`config.mk`:
```
export PLATFORM = sky130hd
export DESIGN_NAME = mfp_avalon_arbiter_2to1
export DESIGN_NICKNAME = d
export VERILOG_FILES = /design/src/rtl/mfp_avalon_arbiter_2to1.sv
export SDC_FILE = /design/constraint.sdc
export NUM_CORES = 1
export LEC_CHECK = 0
export BUFFER_PORTS_ARGS = -buffer_cell sky130_fd_sc_hd__buf_2
export CORE_ASPECT_RATIO = 0.5
export CORE_MARGIN = 4
export CORE_UTILIZATION = 25
export DETAILED_ROUTE_END_ITERATION = 8
export PLACE_DENSITY = 0.55
export SLEW_MARGIN = 10
export SYNTH_ARGS = -nofsm -noshare
export SYNTH_HDL_FRONTEND = slang
export SYNTH_SLANG_ARGS = --single-unit
```
`constraint.sdc`:
```
create_clock -name clk -period 5.85 [get_ports clk]
set_input_delay 1.17 -clock clk [delete_from_list [all_inputs] [get_ports clk]]
set_output_delay 1.17 -clock clk [all_outputs]
set_load 0.01 [all_outputs]
```
`src/rtl/mfp_avalon_arbiter_2to1.sv`:
```
// Two-master round-robin arbiter in front of the LPDDR2 Avalon-MM port.
// Write bursts hold the grant; read data is steered back through an in-order tag FIFO.
module mfp_avalon_arbiter_2to1 #(
  parameter int unsigned ADDR_WIDTH  = 32,
  parameter int unsigned DATA_WIDTH  = 32,
  parameter int unsigned BURST_WIDTH = 3,
  parameter int unsigned RD_DEPTH    = 4
) (
  input  logic                    clk,
  input  logic                    rst_n,

  input  logic [ADDR_WIDTH-1:0]   m0_address_i,
  input  logic [DATA_WIDTH/8-1:0] m0_byteenable_i,
  input  logic [BURST_WIDTH-1:0]  m0_burstcount_i,
  input  logic                    m0_read_i,
  input  logic                    m0_write_i,
  input  logic [DATA_WIDTH-1:0]   m0_writedata_i,
  output logic                    m0_waitrequest_o,
  output logic [DATA_WIDTH-1:0]   m0_readdata_o,
  output logic                    m0_readdatavalid_o,

  input  logic [ADDR_WIDTH-1:0]   m1_address_i,
  input  logic [DATA_WIDTH/8-1:0] m1_byteenable_i,
  input  logic [BURST_WIDTH-1:0]  m1_burstcount_i,
  input  logic                    m1_read_i,
  input  logic                    m1_write_i,
  input  logic [DATA_WIDTH-1:0]   m1_writedata_i,
  output logic                    m1_waitrequest_o,
  output logic [DATA_WIDTH-1:0]   m1_readdata_o,
  output logic                    m1_readdatavalid_o,

  output logic [ADDR_WIDTH-1:0]   s_address_o,
  output logic [DATA_WIDTH/8-1:0] s_byteenable_o,
  output logic [BURST_WIDTH-1:0]  s_burstcount_o,
  output logic [DATA_WIDTH-1:0]   s_writedata_o,
  output logic                    s_read_o,
  output logic                    s_write_o,
  output logic                    s_beginbursttransfer_o,
  input  logic                    s_waitrequest_i,
  input  logic                    s_readdatavalid_i,
  input  logic [DATA_WIDTH-1:0]   s_readdata_i
);

  localparam int unsigned PtrW = (RD_DEPTH > 1) ? $clog2(RD_DEPTH) : 1;
  localparam int unsigned CntW = $clog2(RD_DEPTH + 1);
  localparam int unsigned TagW = 1 + BURST_WIDTH;

  typedef enum logic [1:0] {StIdle, StGrant, StWburst} state_e;

  state_e                 state_q;
  logic                   owner_q;
  logic                   last_grant_q;
  logic                   first_q;
  logic [BURST_WIDTH-1:0] wcnt_q;

  logic                   req0, req1, grant_sel;
  logic                   own_read, own_write, own_wait, active;
  logic [BURST_WIDTH-1:0] own_bc, own_len;
  logic                   rd_accept, wr_accept;

  logic [TagW-1:0]        tag_mem [RD_DEPTH];
  logic [PtrW-1:0]        wptr_q, rptr_q;
  logic [CntW-1:0]        cnt_q;
  logic [BURST_WIDTH-1:0] rcnt_q;
  logic                   fifo_empty, fifo_full, rd_block;
  logic [TagW-1:0]        head;
  logic                   head_owner;
  logic [BURST_WIDTH-1:0] head_len;
  logic                   beat, push, pop;
  logic                   proto_err_q;

  // Arbitration and owner mux
  always_comb begin
    req0      = m0_read_i | m0_write_i;
    req1      = m1_read_i | m1_write_i;
    grant_sel = (req0 & req1) ? ~last_grant_q : req1;

    s_address_o    = owner_q ? m1_address_i    : m0_address_i;
    s_byteenable_o = owner_q ? m1_byteenable_i : m0_byteenable_i;
    s_writedata_o  = owner_q ? m1_writedata_i  : m0_writedata_i;
    own_bc         = owner_q ? m1_burstcount_i : m0_burstcount_i;
    own_read       = owner_q ? m1_read_i       : m0_read_i;
    own_write      = owner_q ? m1_write_i      : m0_write_i;
    s_burstcount_o = own_bc;
    own_len        = (own_bc == '0) ? BURST_WIDTH'(1) : own_bc;

    active                 = (state_q != StIdle);
    s_read_o               = (state_q == StGrant) & own_read & ~rd_block;
    s_write_o              = active & own_write;
    s_beginbursttransfer_o = (state_q == StGrant) & first_q;

    // A full tag FIFO only stalls reads; writes pass straight through.
    own_wait  = s_waitrequest_i | ((state_q == StGrant) & own_read & rd_block);
    rd_accept = s_read_o & ~s_waitrequest_i;
    wr_accept = s_write_o & ~s_waitrequest_i;

    m0_waitrequest_o = ~(active & ~owner_q) | own_wait;
    m1_waitrequest_o = ~(active &  owner_q) | own_wait;
  end

  always_ff @(posedge clk or negedge rst_n) begin
    if (!rst_n) begin
      state_q      <= StIdle;
      owner_q      <= 1'b0;
      last_grant_q <= 1'b1;
      first_q      <= 1'b0;
      wcnt_q       <= '0;
    end else begin
      unique case (state_q)
        StIdle: begin
          if (req0 | req1) begin
            owner_q <= grant_sel;
            first_q <= 1'b1;
            state_q <= StGrant;
          end
        end
        StGrant: begin
          first_q <= 1'b0;
          if (rd_accept) begin
            last_grant_q <= owner_q;
            state_q      <= StIdle;
          end else if (wr_accept) begin
            if (own_len == BURST_WIDTH'(1)) begin
              last_grant_q <= owner_q;
              state_q      <= StIdle;
            end else begin
              wcnt_q  <= own_len - BURST_WIDTH'(1);
              state_q <= StWburst;
            end
          end
        end
        StWburst: begin
          if (wr_accept) begin
            if (wcnt_q == BURST_WIDTH'(1)) begin
              last_grant_q <= owner_q;
              state_q      <= StIdle;
            end
            wcnt_q <= wcnt_q - BURST_WIDTH'(1);
          end
        end
        default: state_q <= StIdle;
      endcase
    end
  end

  // Read-return steering from the head of the tag FIFO
  always_comb begin
    fifo_empty = (cnt_q == '0);
    fifo_full  = (cnt_q == CntW'(RD_DEPTH));
    rd_block   = fifo_full;
    head       = tag_mem[rptr_q];
    head_owner = head[TagW-1];
    head_len   = (head[BURST_WIDTH-1:0] == '0) ? BURST_WIDTH'(1) : head[BURST_WIDTH-1:0];
    beat       = s_readdatavalid_i & ~fifo_empty;
    pop        = beat & (rcnt_q == head_len - BURST_WIDTH'(1));
    push       = rd_accept;

    m0_readdata_o      = s_readdata_i;
    m1_readdata_o      = s_readdata_i;
    m0_readdatavalid_o = beat & ~head_owner;
    m1_readdatavalid_o = beat &  head_owner;
  end

  always_ff @(posedge clk) begin
    if (push) begin
      tag_mem[wptr_q] <= {owner_q, own_bc};
    end
  end

  always_ff @(posedge clk or negedge rst_n) begin
    if (!rst_n) begin
      wptr_q      <= '0;
      rptr_q      <= '0;
      cnt_q       <= '0;
      rcnt_q      <= '0;
      proto_err_q <= 1'b0;
    end else begin
      if (push) begin
        wptr_q <= (wptr_q == PtrW'(RD_DEPTH - 1)) ? '0 : wptr_q + PtrW'(1);
      end
      if (pop) begin
        rptr_q <= (rptr_q == PtrW'(RD_DEPTH - 1)) ? '0 : rptr_q + PtrW'(1);
      end
      case ({push, pop})
        2'b10:   cnt_q <= cnt_q + CntW'(1);
        2'b01:   cnt_q <= cnt_q - CntW'(1);
        default: cnt_q <= cnt_q;
      endcase
      if (beat) begin
        rcnt_q <= pop ? '0 : rcnt_q + BURST_WIDTH'(1);
      end
      if (s_readdatavalid_i & fifo_empty) begin
        proto_err_q <= 1'b1;
      end
    end
  end

  // Sticky flag: the slave returned data nobody asked for.
  a_no_orphan_data: assert property (@(posedge clk) disable iff (!rst_n) !proto_err_q)
    else $error("readdatavalid seen with no outstanding read");

endmodule

```
Yosys cells after proc, flatten, opt, wreduce, memory -nomap -nowiden
Memories as Yosys holds them, arrays and structs flattened.
Index checks and enable logic that the tools add are counted.
Word-level totals
  logic and storage cells: 112
  memory bits (writable): 16
  register bits: 18
  output and inout port bits: 142
  memories: 1
Memory list
  tag_mem: words 4, width 4, read ports 1, clocked after Yosys merged registers in 0, write ports 1, line 61  | logic [TagW-1:0] tag_mem [RD_DEPTH];
Operators by class
  bitwise operators: 28
  mux-type cells: 35
  reduce and logical (&&, ||, !) cells: 13
  equal/unequal tests: 18
  $add $sub $neg: 8
Operators with widths (number)
  32-bit two-way mux: 2
  3-bit two-way mux: 8
  2-bit two-way mux: 8
  1-bit bitwise AND: 14
  2-bit inequality test, second input constant: 6
  3-bit case mux with 2 select lines: 2
  3-bit by 1-bit subtractor with 3-bit output, second input constant: 4
  1-bit two-way mux: 11
  5-bit AND reduction: 2
  3-bit logical NOT: 3
  2-bit == test, second input constant: 4
  1-bit inverter: 8
  2-bit nonzero test: 4
  3-bit by 1-bit adder with 3-bit output, second input constant: 2
  3-bit by 1-bit == test with 1-bit output, second input constant: 2
  1-bit OR: 6
  2-bit case mux with 3 select lines: 1
  2-bit by 1-bit adder with 2-bit output, second input constant: 2
  2-bit by 1-bit == test with 1-bit output, second input constant: 2
  4-bit two-way mux: 1
  1-bit case mux with 2 select lines: 2
  2-bit AND reduction: 2
  4-bit AND reduction: 1
  3-bit == test: 1
  4 further kinds: 4

Depth between registers and ports, before layout
  depth in word-level cells: 8
  depth in mapped cells: 17
  gate-level depth less buffers: 16

Worst setup path before layout
No wires, ideal clock.
  path kind: flip-flop to flip-flop
  start point: register rptr_q[0]
  end point: register cnt_q[2]
  setup time: 0.079 ns
  stages on the path, launching flop included: 16
  path buffers: 0
  slack: 2.554 ns
  arrival time: 3.216 ns
  cells stage by stage: dfrtp_1 -> mux2_2 -> o21ai_0 -> a21oi_1 -> ha_1 -> xor2_1 -> nor4bb_1 -> nor3_2 -> o21ai_1 -> o211a_4 -> ha_1 -> inv_1 -> fa_1 -> xor2_1 -> nor2_1 -> xor2_1
Between the ends
  longest elaborated chain between the ends: 8
Ends and longest elaborated chain
  from (decl): line 62  | logic [PtrW-1:0] wptr_q, rptr_q;
  from (signal assigned): line 182  | rptr_q <= (rptr_q == PtrW'(RD_DEPTH - 1)) ? '0 : rptr_q + PtrW'(1);
  memory read 4 x 4 bit *
  3-bit logical NOT: line 153  | head_len = (head[BURST_WIDTH-1:0] == '0) ? BURST_WIDTH'(1) : head[BURST_WIDTH-1:0];
  3-bit two-way mux *: line 153
  3-bit by 1-bit subtractor with 3-bit output *: line 155  | pop = beat & (rcnt_q == head_len - BURST_WIDTH'(1));
  3-bit == test *: line 155
  1-bit bitwise AND *: line 155
  named net pop: line 69  | logic beat, push, pop;
  2-bit by 1-bit == test with 1-bit output / 2-bit == test (equally long branches): line 184  | case ({push, pop})
  3-bit case mux with 2 select lines / 2-bit nonzero test (equally long branches)
  to (signal assigned): line 185  | 2'b10: cnt_q <= cnt_q + CntW'(1);
  to (signal assigned): line 186  | 2'b01: cnt_q <= cnt_q - CntW'(1);
  to (signal assigned): line 187  | default: cnt_q <= cnt_q;
  to (decl): line 63  | logic [CntW-1:0] cnt_q;
The timed path passes the listed nets; every way through them passes the cells marked *.
A chain may end at the register's enable or synchronous reset.

Worst setup path after layout
Ends and elaborated chain as after synthesis.

==> impl_metrics.json <==
{
  "status": "finished clean",
  "area_growth_pct": 28.3,
  "slew_viol_final": 0,
  "cts_tree": "built",
  "worstSetupEndpointType": "flop",
  "firstDrtPassIters": 4,
  "skew_ns": 0.00317,
  "layout_common_cells": "buf_2 (227), mux2_2 (70), inv_1 (16), dfrtp_1 (16), edfxtp_1 (16)",
  "vias": 2860,
  "synth_area_sq_um": 3370,
  "dieHeight_um": 90.1,
  "p_switching_w": 0.000761,
  "dr.first_iter.drc_count": 75,
  "grt_util_all_layers": 0.132,
  "pwr-share-clk": 0.145,
  "setup.worst_path.end": "cnt_q[2]",
  "cap_viol_max_count": 0,
  "routed_wl_um": 10600,
  "post_cts_buffers": 0,
  "synth-async-reset-ratio": 0.529,
  "use_met2": 0.200,
  "yosysUniqueCellTypes": 55,
  "fmax_mhz": 262,
  "die_w_um": 172,
  "dieArea_sq_um": 15500,
  "final.setup.tns_ns": 0,
  "grt_max_degree": 82,
  "synth_edf_count": 16,
  "pwr-share-seq": 0.281,
  "startpoint": "rptr_q[0]",
  "final_common_cell": "buf_2",
  "peakVddDrop_v": 0.000237,
  "synth_seq_area_share": 0.276,
  "combPwrFrac": 0.574,
  "setup_ws_ns": 2.03,
  "initial_utilization": 0.261,
  "fin_nets": 685,
  "finalSetupViolCount": 0,
  "power_density_nw_per_um2": 423,
  "min_period_ns": 3.82,
  "reg2reg_to": "cnt_q[2]",
  "finalCritPeriodShare": 0.653,
  "antenna_found_initial": 1,
  "wire_per_inst_um": 16.0,
  "avgViaCountPerCell": 4.34,
  "clock_path_buffers": 2,
  "reg2reg_depth": 15,
  "syn_inst": 329,
  "grt_pass1_vias": 2913,
  "internal_power_w": 0.00107,
  "cp_max_fo": 14,
  "nFillCells": 1381,
  "arrival_ns": 4.02,
  "grt-busiest-layer": "met2",
  "drc": 0,
  "syn_area_per_cell_sq_um": 10.2,
  "hold_path_class": "flop to flop",
  "met1_usage": 0.166,
  "hold_buffers": 0,
  "cts_sinks": 34,
  "layout-drive-gt1-share": 0.658,
  "finalHoldViolCount": 0,
  "syn-num-nets": 527,
  "grt_pass1_wl_um": 16300,
  "rsz0062_at_grt": "false",
  "critPathLaunchType": "flop",
  "worstSetupPathType": "flop to flop",
  "cts_buffers": 5,
  "power.leakage_nw": 2.13,
  "path_clk_slew_ns": 0.05,
  "yosys_warnings": 0,
  "slew_headroom": 0.316,
  "ant_nets": 0,
  "dp_hpwl_um": 9050,
  "max_slew.worst_pin.slew_ns": 1.03,
  "grt-ovfl-total": 0,
  "use_met3": 0.0723,
  "post-place-ws_ns": 2.01,
  "crit_required_ns": 6.05,
  "cts_root_buf": "clkbuf_16",
  "ys_ff_latch": 34,
  "ctsResizeCount": 0,
  "synth-main-ff-cell": "dfrtp_1",
  "r2r_setup_slack_ns": 2.03,
  "rr_startpoint": "rptr_q[0]",
  "htreeDepth": 2,
  "switching_share": 0.416,
  "clkLatencyLatePin_ns": 0.27,
  "numPortBuffers": 227,
  "io-pin-count": 324,
  "placementRows": 29,
  "core_area_sq_um": 12900,
  "gp_congestion": 0.789
}
## stage by stage
stage	instance area, sq um	instances	hold WS, ns	utilization	power (W)
after floorplan	3370	329	0.449	-	0.00129
after global placement	4170	650	0.477	0.323	0.00157
after detailed placement	4170	650	0.482	0.323	0.00159
after CTS	4330	658	0.495	0.335	0.00186
after global routing	4330	658	0.525	0.335	0.00199
final	4330	659	0.489	0.335	0.00183
## cells in the mapped netlist (all sizes together), types with 2 or more instances
library cell	count	area, sq um
mux2i	7	70.1
nand2	15	56.3
clkbuf	9	43.8
inv	16	60.1
ha	15	188
nor3b	2	15.0
a211oi	4	35.0
nor3	3	30.0
buf	67	507
dfrtp	17	425
a21o	3	23.8
xnor2	2	17.5
o21ai	11	55.1
and2	7	45.1
a21oi	11	58.8
mux2	75	856
nor2	13	48.8
edfxtp	16	480
o31ai	2	20.0
xor2	6	52.6
nand3b	3	35.0
nor4	3	18.8
## worst min path at each step
stage	cells past startpoint	from	slack, ns	end
after floorplan	2	wcnt_q[1]	0.45	wcnt_q[1]
after global placement	2	wcnt_q[1]	0.48	wcnt_q[1]
after detailed placement	2	wcnt_q[1]	0.48	wcnt_q[1]
after CTS	2	wcnt_q[1]	0.49	wcnt_q[1]
after global routing	2	wcnt_q[1]	0.52	wcnt_q[1]
final	2	wcnt_q[1]	0.49	wcnt_q[1]
## final cells by class
type                            count  area, sq um  share of cell area
Antenna cell                        1         2.50            0.000578
Clock buffer                        6          139              0.0321
Clock inverter                      2         12.5             0.00289
Inverter                           16         60.1              0.0139
Multi-Input combinational cell    203         1830               0.423
Sequential cell                    34          936               0.216
Tap cell                          170          213              0.0491
Timing Repair Buffer              227         1140               0.263
## power by group through the flow
stage               sequential (W)  combinational (W)  clock [W]
CTS                       0.000518            0.00107   0.000273
finish                    0.000515            0.00105   0.000265
floorplan                 0.000391           0.000902          0
detailed placement        0.000521            0.00106          0
global route              0.000538            0.00116   0.000286
global placement          0.000518            0.00105          0
## worst max-delay path, stage by stage, from the launching register on
cell and delay (ns):
dfrtp_1 0.65, mux2_2 0.42, o21ai_0 0.22, a21oi_1 0.11, ha_1 0.24, xor2_1 0.30
nor4bb_1 0.33, nor3_2 0.08, o21ai_1 0.14, o211a_4 0.22, ha_1 0.19, inv_1 0.06
fa_1 0.37, xor2_1 0.15, nor2_1 0.11, xor2_1 0.15
## metal layers
| metal | wire [um] | up-vias |
|---|---|---|
| li1 | - | 1415 |
| met1 | 4570 | 1311 |
| met2 | 4750 | 119 |
| met3 | 1070 | 13 |
| met4 | 131 | 2 |
| met5 | 20 | - |
## cells by family (layout without fill, tap and decap cells)
kind of cell    after synthesis  count (layout)  share of synthesized area
xor+xnor                      8               8                     0.0208
other cells                   0               1                          0
buf+inv                      92             251                      0.181
mux                          83              83                      0.282
flops                        34              34                      0.276
simple gates                 57              57                     0.0980
fa+ha+maj                    16              16                     0.0616
compound gates               39              39                     0.0798
## registers in the layout, summed over array words and instances (netlist names)
signal,cells
tag_mem,16
cnt_q,3
rcnt_q,3
wcnt_q,3
rptr_q,2
state_q,2
wptr_q,2
first_q,1
last_grant_q,1
owner_q,1
Power figures use the tool's default switching activity.
